`src/rtl/regfile_writeback.sv`:
```
// ---------------------------------------------------------------------------
// regfile_writeback
//
// Purpose:
//   Retires results from the execute stage onto regfile write port 3. This
//   block is the only driver of that port. ALU results are written the cycle
//   after acceptance. Loads park in a single-entry pending buffer until memory
//   returns read data. The data is then sign/zero-extended or merged (LWL/LWR)
//   with the old destination value and written one cycle later. While a load
//   is pending, execute is back-pressured and the pending destination is
//   exported to the hazard unit.
//
// Ports:
//   clk                  system clock, all state on the rising edge
//   reset_i              synchronous active-high reset
//   req_valid_i          retire request present
//   req_ready_o          request accepted this cycle when valid & ready
//   req_is_load_i        1: result comes from memory, 0: use req_data_i
//   req_load_op_i        0 LW, 1 LB, 2 LBU, 3 LH, 4 LHU, 5 LWL, 6 LWR, 7 LW
//   req_byte_off_i       effective address bits [1:0]
//   req_dest_i           destination register
//   req_data_i           ALU result for non-loads
//   req_old_data_i       current destination value, used by the LWL/LWR merge
//   mem_readdatavalid_i  memory read data valid, one pulse per load
//   mem_readdata_i       memory read word, little-endian byte lanes
//   addr_3_o             regfile write address
//   write_data_3_o       regfile write data
//   write_enable_o       regfile write strobe, one-cycle pulse per retired op
//   stall_o              req_valid_i & ~req_ready_o
//   busy_valid_o         a load is pending
//   busy_dest_o          destination of the pending load (0 when none)
// ---------------------------------------------------------------------------
module regfile_writeback #(
    parameter int DATA_WIDTH = 32,
    parameter int ADDR_WIDTH = 5
) (
    input  logic                  clk,
    input  logic                  reset_i,
    input  logic                  req_valid_i,
    output logic                  req_ready_o,
    input  logic                  req_is_load_i,
    input  logic [2:0]            req_load_op_i,
    input  logic [1:0]            req_byte_off_i,
    input  logic [ADDR_WIDTH-1:0] req_dest_i,
    input  logic [DATA_WIDTH-1:0] req_data_i,
    input  logic [DATA_WIDTH-1:0] req_old_data_i,
    input  logic                  mem_readdatavalid_i,
    input  logic [DATA_WIDTH-1:0] mem_readdata_i,
    output logic [ADDR_WIDTH-1:0] addr_3_o,
    output logic [DATA_WIDTH-1:0] write_data_3_o,
    output logic                  write_enable_o,
    output logic                  stall_o,
    output logic                  busy_valid_o,
    output logic [ADDR_WIDTH-1:0] busy_dest_o
);

    // Load operation encodings (op 7 and op 0 both behave as LW).
    localparam logic [2:0] OP_LW  = 3'd0;
    localparam logic [2:0] OP_LB  = 3'd1;
    localparam logic [2:0] OP_LBU = 3'd2;
    localparam logic [2:0] OP_LH  = 3'd3;
    localparam logic [2:0] OP_LHU = 3'd4;
    localparam logic [2:0] OP_LWL = 3'd5;
    localparam logic [2:0] OP_LWR = 3'd6;

    typedef enum logic {
        IDLE     = 1'b0,
        WAIT_MEM = 1'b1
    } state_t;

    // ---------------------------------------------------------------------
    // State
    // ---------------------------------------------------------------------
    state_t                state_q, state_d;
    logic [2:0]            op_q, op_d;
    logic [1:0]            off_q, off_d;
    logic [ADDR_WIDTH-1:0] dest_q, dest_d;
    logic [DATA_WIDTH-1:0] old_q, old_d;

    logic [ADDR_WIDTH-1:0] addr_q, addr_d;
    logic [DATA_WIDTH-1:0] wdata_q, wdata_d;
    logic                  we_q, we_d;

    // ---------------------------------------------------------------------
    // Load data formatting
    // ---------------------------------------------------------------------
    logic [7:0]            mem_bytes [4];
    logic [7:0]            old_bytes [4];
    logic [7:0]            lwl_bytes [4];
    logic [7:0]            lwr_bytes [4];
    logic [DATA_WIDTH-1:0] lwl_word;
    logic [DATA_WIDTH-1:0] lwr_word;
    logic [1:0]            lwl_shift;     // byte shift for LWL, 3 - offset
    logic [7:0]            byte_sel;
    logic [15:0]           half_sel;
    logic [DATA_WIDTH-1:0] load_result;

    assign lwl_shift = 2'd3 - off_q;

    generate
        for (genvar gi = 0; gi < 4; gi++) begin : g_lane
            localparam logic [1:0] LANE = 2'(gi);

            assign mem_bytes[gi] = mem_readdata_i[8*gi +: 8];
            assign old_bytes[gi] = old_q[8*gi +: 8];

            // LWL: memory shifted up by (3-off) bytes; lanes below the shift
            // keep the old register contents.
            assign lwl_bytes[gi] = (LANE >= lwl_shift) ? mem_bytes[LANE - lwl_shift]
                                                       : old_bytes[gi];

            // LWR: memory shifted down by off bytes; lanes above (3-off)
            // keep the old register contents.
            assign lwr_bytes[gi] = (LANE <= lwl_shift) ? mem_bytes[LANE + off_q]
                                                       : old_bytes[gi];

            assign lwl_word[8*gi +: 8] = lwl_bytes[gi];
            assign lwr_word[8*gi +: 8] = lwr_bytes[gi];
        end
    endgenerate

    assign byte_sel = mem_bytes[off_q];
    // Halfword loads use only offset bit 1; bit 0 is ignored.
    assign half_sel = off_q[1] ? mem_readdata_i[31:16] : mem_readdata_i[15:0];

    always_comb begin
        load_result = mem_readdata_i;
        case (op_q)
            OP_LB:   load_result = {{24{byte_sel[7]}}, byte_sel};
            OP_LBU:  load_result = {24'd0, byte_sel};
            OP_LH:   load_result = {{16{half_sel[15]}}, half_sel};
            OP_LHU:  load_result = {16'd0, half_sel};
            OP_LWL:  load_result = lwl_word;
            OP_LWR:  load_result = lwr_word;
            OP_LW:   load_result = mem_readdata_i;
            default: load_result = mem_readdata_i;
        endcase
    end

    // ---------------------------------------------------------------------
    // FSM next state and write-port staging
    // ---------------------------------------------------------------------
    always_comb begin
        state_d = state_q;
        op_d    = op_q;
        off_d   = off_q;
        dest_d  = dest_q;
        old_d   = old_q;
        addr_d  = addr_q;
        wdata_d = wdata_q;
        we_d    = 1'b0;

        case (state_q)
            IDLE: begin
                // Read data arriving here has no owner and is dropped.
                if (req_valid_i) begin
                    if (req_is_load_i) begin
                        op_d    = req_load_op_i;
                        off_d   = req_byte_off_i;
                        dest_d  = req_dest_i;
                        old_d   = req_old_data_i;
                        state_d = WAIT_MEM;
                    end else if (req_dest_i != '0) begin
                        addr_d  = req_dest_i;
                        wdata_d = req_data_i;
                        we_d    = 1'b1;
                    end
                end
            end
            WAIT_MEM: begin
                if (mem_readdatavalid_i) begin
                    // r0 loads still consume their data but never write.
                    if (dest_q != '0) begin
                        addr_d  = dest_q;
                        wdata_d = load_result;
                        we_d    = 1'b1;
                    end
                    state_d = IDLE;
                end
            end
            default: state_d = IDLE;
        endcase
    end

    always_ff @(posedge clk) begin
        if (reset_i) begin
            state_q <= IDLE;
            op_q    <= '0;
            off_q   <= '0;
            dest_q  <= '0;
            old_q   <= '0;
            addr_q  <= '0;
            wdata_q <= '0;
            we_q    <= 1'b0;
        end else begin
            state_q <= state_d;
            op_q    <= op_d;
            off_q   <= off_d;
            dest_q  <= dest_d;
            old_q   <= old_d;
            addr_q  <= addr_d;
            wdata_q <= wdata_d;
            we_q    <= we_d;
        end
    end

    // ---------------------------------------------------------------------
    // Outputs
    // ---------------------------------------------------------------------
    // Ready is gated by reset so nothing is accepted while reset is held.
    assign req_ready_o    = (state_q == IDLE) && !reset_i;
    assign stall_o        = req_valid_i && !req_ready_o;
    assign busy_valid_o   = (state_q == WAIT_MEM);
    assign busy_dest_o    = (state_q == WAIT_MEM) ? dest_q : '0;

    assign addr_3_o       = addr_q;
    assign write_data_3_o = wdata_q;
    assign write_enable_o = we_q;

endmodule
```
`config.mk`:
```
export PLATFORM = sky130hd
export DESIGN_NAME = regfile_writeback
export DESIGN_NICKNAME = d
export VERILOG_FILES = /design/src/rtl/regfile_writeback.sv
export SDC_FILE = /design/constraint.sdc
export NUM_CORES = 1
export LEC_CHECK = 0
export ABC_CLOCK_PERIOD_IN_PS = 2700
export CAP_MARGIN = 10
export CORE_ASPECT_RATIO = 0.7
export CORE_MARGIN = 10
export CORE_UTILIZATION = 45
export CTS_BUF_LIST = sky130_fd_sc_hd__clkbuf_16
export DETAILED_ROUTE_END_ITERATION = 7
export PLACE_DENSITY = 0.77
export SLEW_MARGIN = 20
export SYNTH_ARGS = -nofsm -noshare
export SYNTH_HDL_FRONTEND = slang
export SYNTH_SLANG_ARGS = --single-unit
```
`constraint.sdc`:
```
create_clock -name clk -period 2.7 [get_ports clk]
set_input_delay 0.27 -clock clk [delete_from_list [all_inputs] [get_ports clk]]
set_output_delay 0.27 -clock clk [all_outputs]
set_load 0.005 [all_outputs]
```
==> metrics.txt, run 1 <==
Inserted Diodes 0; final hold slack roughly 0.46 ns; Tmin final between 2 and 2.5 ns; Fillers between 1,000 and 1,500; leakage power about 0.0028 uW; first-pass iteration count of the detailed router 5; relative slew slack 0.5084; delay-heaviest family, CP compound AO/OA/AOI/OAI gates; first-pass GRT wire length between 30 and 40 mm; Rows 35; Switching Fraction 0.3005; logic gate share of total power 0.283; commonest non-fill, non-tap cell in the layout clkdlybuf4s50_1; total gr overflow 0; Post-Syn Instances about 720; CP cell instances buf_4 -> ha_1 -> nand2b_1 -> o22ai_1 -> o21ai_0 -> a31o_1 -> a211oi_1; syn nets between 800 and 900; Max Freq around 420 MHz; Worst path slowest cell dfxtp_2; final hold vios 0; core outline area around 0.013 sq mm; die area between 0.015 and 0.02 sq mm; GP Congestion between 0.9 and 1; ratio of cells with drive above 1 in the final layout 0.1177; NetSw between 1000 and 1500 uW; Post-synth EDFFs 0; Worst Reg-to-Reg Cells 7; FF-to-FF End write_data_3_o[6]$_SDFFE_PP0P_; Worst Hold Path EP old_q[0]$_SDFFE_PP0P_; mapped cell area approximately 0.006 sq mm; TritonCTS buffer count 9; Worst EP required 2.96 ns; Worst Path Buf+Inv 1; RSZ-0062 raised after global routing false; Yosys reg bits between 80 and 90; Critical Path Stages 7; Starting Density 0.4592; vias in the first global route 6,117; Worst VDD drop 0.2591 mV; final setup violation count 0; # H-tree levels 3; Avg WL per Cell approximately 22 microns; hold path start old_q[0]$_SDFFE_PP0P_; Layout area overhead 32.64%; GRT Util Overall 0.2376; Tcrit/Tclk final 0.8822; Mapped Avg Cell Area 8.361 sq um; MaxCap Viol Count 0; critical path class reg -> reg; DP HPWL approximately 17 mm; # DRC 0; initial DRC count approximately 850; Routed Antenna Nets 0; Slew Limit Fails 0; clock latency on the worst-skew pair approximately 0.34 ns; Hold Buf Count CTS 0; die width approximately 160 microns; Routed WL ~23 mm; internal power 2472 uW; initial antenna violation count 0; Pwr Density about 440 mW/mm^2; Async S/R FF share, synth 0; crit path DAT ~2.6 ns; Clk pin slew, worst setup/hold paths ~0.060 ns; Final Net Count 970; Seq pwr share 0.376; reg-to-reg startpoint off_q[1]$_SDFFE_PP0P_; I/O Pins roughly 160; sum of negative setup slack 0 ns; HP Class reg -> reg; Slew @ Worst Pin ~0.73 ns; Warnings, synthesis 0; crit path launch type register; Synth Flop Type dfxtp_1; CTS tree built; commonest non-fill, non-tap cells in the layout clkdlybuf4s50_1, nand2_1, dfxtp_1; Crit path largest cell delay about 0.46 ns; sequential share of the synthesized area 0.2679; Netlist cell types 49; worst reg2reg setup slack 0.32 ns; largest net degree at the start of global routing just over 80; outcome complete, no violations; Clock power frac 0.341; CTS Root Cell clkbuf_16; DIE HEIGHT 117.0 microns; worst clock skew 0.007389 ns; Worst setup EP type register; CP max FO 40; clock tree buffer depth 2; Post-CTS Resized 0; CTS Sinks 81; number of vias per cell 6.128; hold depth 2; Setup Fix Bufs, Post-CTS 0; Port Buffers roughly 160; total number of vias roughly 6,400
area by class of cell:
cell class / count / area [sq um] / share of cell area
Sequential cell: 81 / 1623 / 0.2021
Timing Repair Buffer: 187 / 1814 / 0.2260
Clock inverter: 7 / 62.56 / 0.007792
Clock buffer: 9 / 225.2 / 0.02805
Tap cell: 185 / 231.5 / 0.02883
Inverter: 13 / 50.05 / 0.006233
Multi-Input combinational cell: 561 / 4023 / 0.5010
cells by family after synthesis:
family | synth area share
simple gates | 0.1656
compound gates | 0.2846
mux | 0.2019
fa+ha+maj | 0.01240
buf+inv | 0.06759
flops | 0.2679
through the flow:
step | std cells | area (sq um) | total power [uW] | setup slack (ns) | util
after floorplan | 724 | 6053 | 1865 | 0.2491 | -
after global placement | 1027 | 7741 | 2320 | 0.3762 | 0.5873
after detailed placement | 1027 | 7741 | 2330 | 0.3307 | 0.5873
after CTS | 1043 | 8029 | 3525 | 0.4107 | 0.6091
after global routing | 1043 | 8029 | 3667 | 0.1426 | 0.6091
final | 1043 | 8029 | 3534 | 0.3181 | 0.6091
cell usage after synthesis (all sizes together) (2+ instances only):
cell type,number,share of area
clkbuf,31,0.019
nand2b,6,0.0062
o211ai,3,0.0045
buf,38,0.040
and2,5,0.0052
nand2,117,0.073
o32a,7,0.012
or4,2,0.0025
nor3b,10,0.012
a21oi,51,0.042
mux2,15,0.028
inv,12,0.0074
nand3,2,0.0025
ha,6,0.012
or2,2,0.0021
dfxtp,81,0.27
o22ai,31,0.032
a31o,16,0.023
and3b,10,0.014
nor2b,12,0.012
o221ai,16,0.033
nor2,47,0.029
mux2i,49,0.081
o21ai,77,0.066
a221oi,7,0.010
mux4,25,0.093
a211oi,37,0.052
worst register-to-register path, stage by stage, from the launching register on:
cell and delay (ns):
dfxtp_2 0.46, buf_4 0.45, ha_1 0.30, nand2b_1 0.22, o22ai_1 0.21, o21ai_0 0.15, a31o_1 0.27, a211oi_1 0.23
layer usage:
metal	GRT usage	share of wire
met2	0.3466	0.42
met5	0	0
met1	0.3199	0.44
met3	0.09383	0.13
met4	0.06031	0.020
power by group through the flow:
stage	logic (uW)	registers (uW)	clock network (uW)
2_1_floorplan	523	1340	0
3_3_place_gp	967	1350	0
3_5_place_dp	976	1350	0
4_1_cts	983	1330	1210
5_1_grt	1070	1340	1260
6_report	1000	1330	1200
worst max path at each step:
stage,from,endpoint
6_report,off_q[1]$_SDFFE_PP0P_,write_data_3_o[6]$_SDFFE_PP0P_
5_1_grt,off_q[1]$_SDFFE_PP0P_,write_data_3_o[6]$_SDFFE_PP0P_
3_5_place_dp,mem_readdata_i[7],write_data_3_o[18]$_SDFFE_PP0P_
2_1_floorplan,off_q[1]$_SDFFE_PP0P_,write_data_3_o[19]$_SDFFE_PP0P_
3_3_place_gp,req_dest_i[1],write_data_3_o[23]$_SDFFE_PP0P_
4_1_cts,off_q[1]$_SDFFE_PP0P_,write_data_3_o[13]$_SDFFE_PP0P_
flip-flops by register name (all words and copies together), names as in the netlist:
signal,count
write_enable_o,1
busy_valid_o,1
write_data_3_o,32
addr_3_o,5
dest_q,5
old_q,32
op_q,3
off_q,2
No activity file was read; power rests on OpenSTA's default activity.
==> run 2, diff against run 1 <==
--- a/config.mk
+++ b/config.mk
@@ -12,7 +12,8 @@
 export CORE_UTILIZATION = 45
 export CTS_BUF_LIST = sky130_fd_sc_hd__clkbuf_16
 export DETAILED_ROUTE_END_ITERATION = 7
-export PLACE_DENSITY = 0.77
+export GPL_ROUTABILITY_DRIVEN = 1
+export PLACE_DENSITY = 0.79
 export SLEW_MARGIN = 20
 export SYNTH_ARGS = -nofsm -noshare
 export SYNTH_HDL_FRONTEND = slang
==> run 2 against run 1 <==
  * Core utilization decreased by 0.28 points
  * Critical path depth unchanged
  * Final cell count decreased by 0.58%
  * Critical path type unchanged
  * Highest routed layer unchanged
==> metrics.txt, run 2 (synthesized netlist as in run 1, its figures left out) <==
Post-CTS Resized 0 (unchanged); total number of vias 6,384 (-0.11%); CP cell instances buf_4 -> ha_1 -> nand2b_1 -> mux2i_1 -> o22ai_1 -> o221ai_1 -> a211oi_1; relative slew slack 0.3810 (-0.1274); Routed Antenna Nets 0 (unchanged); Inserted Diodes 0 (unchanged); Worst EP required 2.89 ns (-0.07 ns); Slew @ Worst Pin 0.9285 ns (+0.1938 ns); outcome complete, no violations; Final Non-Filler Cells 1,037 (-0.58%); Worst Path Buf+Inv 1 (unchanged); MaxCap Viol Count 0 (unchanged); first-pass GRT wire length 34.88 mm (+1.0%); # DRC 0 (unchanged); critical path class reg -> reg; # H-tree levels 3 (unchanged); Tmin final 2.447 ns (+0.06470 ns); hold depth 2 (unchanged); clock latency on the worst-skew pair 0.35 ns (about the same); internal power 2478 uW (+0.24%); CTS Root Cell clkbuf_16; Clock power frac 0.348 (+0.007); die width 158.6 microns (unchanged); first-pass iteration count of the detailed router 5 (unchanged); Avg WL per Cell 21.82 microns (+0.97%); Critical Path Stages 7 (unchanged); Fillers 1,164 (+0.52%); Tcrit/Tclk final 0.9061 (+0.02396); initial antenna violation count 0 (unchanged); CTS Sinks 81 (unchanged); total gr overflow 0 (unchanged); logic gate share of total power 0.279 (-0.004); Placed Cells incl. Taps 1,021 (-0.58%); worst clock skew 0.008827 ns (+0.001438 ns); CTS tree built; DP HPWL 16.47 mm (-2.5%); clock tree buffer depth 2 (unchanged); Final Net Count 964 (-0.62%); Seq pwr share 0.373 (-0.003); sum of negative setup slack 0 ns (unchanged); Starting Density 0.4592 (unchanged); Worst VDD drop 0.3006 mV (+16%); leakage power 0.002771 uW (-1.4%); core outline area 0.01318 sq mm (unchanged); I/O Pins 157 (unchanged); GP Congestion 0.9465 (-5.2%); Max Freq 408.7 MHz (-2.6%); commonest non-fill, non-tap cell in the layout clkdlybuf4s50_1; Worst setup EP type register; Switching Fraction 0.3060 (+0.005522); ratio of cells with drive above 1 in the final layout 0.1127 (-0.005040); Slew Limit Fails 0 (unchanged); vias in the first global route 6,038 (-1.3%); HP Class reg -> reg; die area 0.01856 sq mm (unchanged); crit path launch type register; Clk pin slew, worst setup/hold paths 0.07 ns (about the same); GRT Util Overall 0.2380 (+0.0003734); RSZ-0062 raised after global routing false; Pwr Density 446.9 mW/mm^2 (+1.5%); commonest non-fill, non-tap cells in the layout clkdlybuf4s50_1, nand2_1, dfxtp_1; number of vias per cell 6.156 (+0.47%); Worst path slowest cell buf_4; delay-heaviest family, CP compound AO/OA/AOI/OAI gates; CP max FO 35 (-13%); initial DRC count 872 (+3.2%); Setup Fix Bufs, Post-CTS 0 (unchanged); Worst Reg-to-Reg Cells 7 (unchanged); Port Buffers 156 (unchanged); Routed WL 22.62 mm (+0.39%); final hold vios 0 (unchanged); crit path DAT 2.63 ns (about the same); final setup violation count 0 (unchanged); Hold Buf Count CTS 0 (unchanged); DIE HEIGHT 117.0 microns (unchanged); Rows 35 (unchanged); largest net degree at the start of global routing 82 (unchanged); Crit path largest cell delay 0.45 ns (about the same); TritonCTS buffer count 9 (unchanged); NetSw 1093 uW (+2.9%); Layout area overhead 32.02%
==> run 2: cell count changes in the layout (fill, tap and decap cells not counted) <==
cell and change:
buf_4 -6, clkinv_2 -1, clkinvlp_4 +1, inv_1 -1, inv_6 +1
==> run 2: per-stage QoR <==
stage	area [sq um]	utilization	setup slack (ns)	hold WS, ns	power [uW]
detailed placement	7696	0.5839	0.1842	0.4545	2329
global route	7991	0.6063	0.06954	0.4790	3716
global placement	7696	0.5839	0.2064	0.4502	2320
finish	7991	0.6063	0.2534	0.4606	3571
floorplan	6053	-	0.2491	0.4060	1865
CTS	7991	0.6063	0.2739	0.4632	3559
==> run 2: tightest hold or removal path, stage by stage (launching register included) <==
cell and delay (ns):
dfxtp_1 0.31, nand2_1 0.05, a21oi_1 0.05
==> run 2: area by class of cell <==
cell class,instances,area [sq um],share of cell area
multi-input cells,561,4023,0.5034
repair buffers,181,1769,0.2214
flip-flops and latches,81,1623,0.2031
well taps,185,231.5,0.02897
clock buffers,9,225.2,0.02818
clock inverters,7,70.07,0.008768
inverters,13,50.05,0.006263
==> run 2: routing by layer <==
metal | vias up | global-route usage | part of all wire
met5 | - | 0 | 0
met4 | 0 | 0.05108 | 0.015
met3 | 31 | 0.07886 | 0.13
met2 | 438 | 0.3450 | 0.43
met1 | 2977 | 0.3344 | 0.43
li1 | 2938 | - | -
==> run 2: path summary, 6_finish.rpt <==
kind	end	slack, ns	startpoint
max	write_data_3_o[23]$_SDFFE_PP0P_	0.25	off_q[0]$_SDFFE_PP0P_
min	dest_q[4]$_SDFFE_PP0P_	0.46	dest_q[4]$_SDFFE_PP0P_
max reg2reg	write_data_3_o[23]$_SDFFE_PP0P_	0.25	off_q[0]$_SDFFE_PP0P_
min reg2reg	dest_q[4]$_SDFFE_PP0P_	0.46	dest_q[4]$_SDFFE_PP0P_
==> run 2: power by group through the flow <==
stage / Clock [uW] / Combinational (uW) / Sequential [uW]
finish: 1240 / 996 / 1330
global route: 1310 / 1060 / 1340
CTS: 1250 / 980 / 1330
detailed placement: 0 / 974 / 1350
global placement: 0 / 967 / 1350
floorplan: 0 / 523 / 1340
==> run 3, diff against run 2 <==
--- a/config.mk
+++ b/config.mk
@@ -14,7 +14,6 @@
 export DETAILED_ROUTE_END_ITERATION = 7
 export GPL_ROUTABILITY_DRIVEN = 1
 export PLACE_DENSITY = 0.79
-export SLEW_MARGIN = 20
 export SYNTH_ARGS = -nofsm -noshare
 export SYNTH_HDL_FRONTEND = slang
 export SYNTH_SLANG_ARGS = --single-unit
==> results of run 3 <==
Final layout, timing and power as in run 2 (identical DEF).
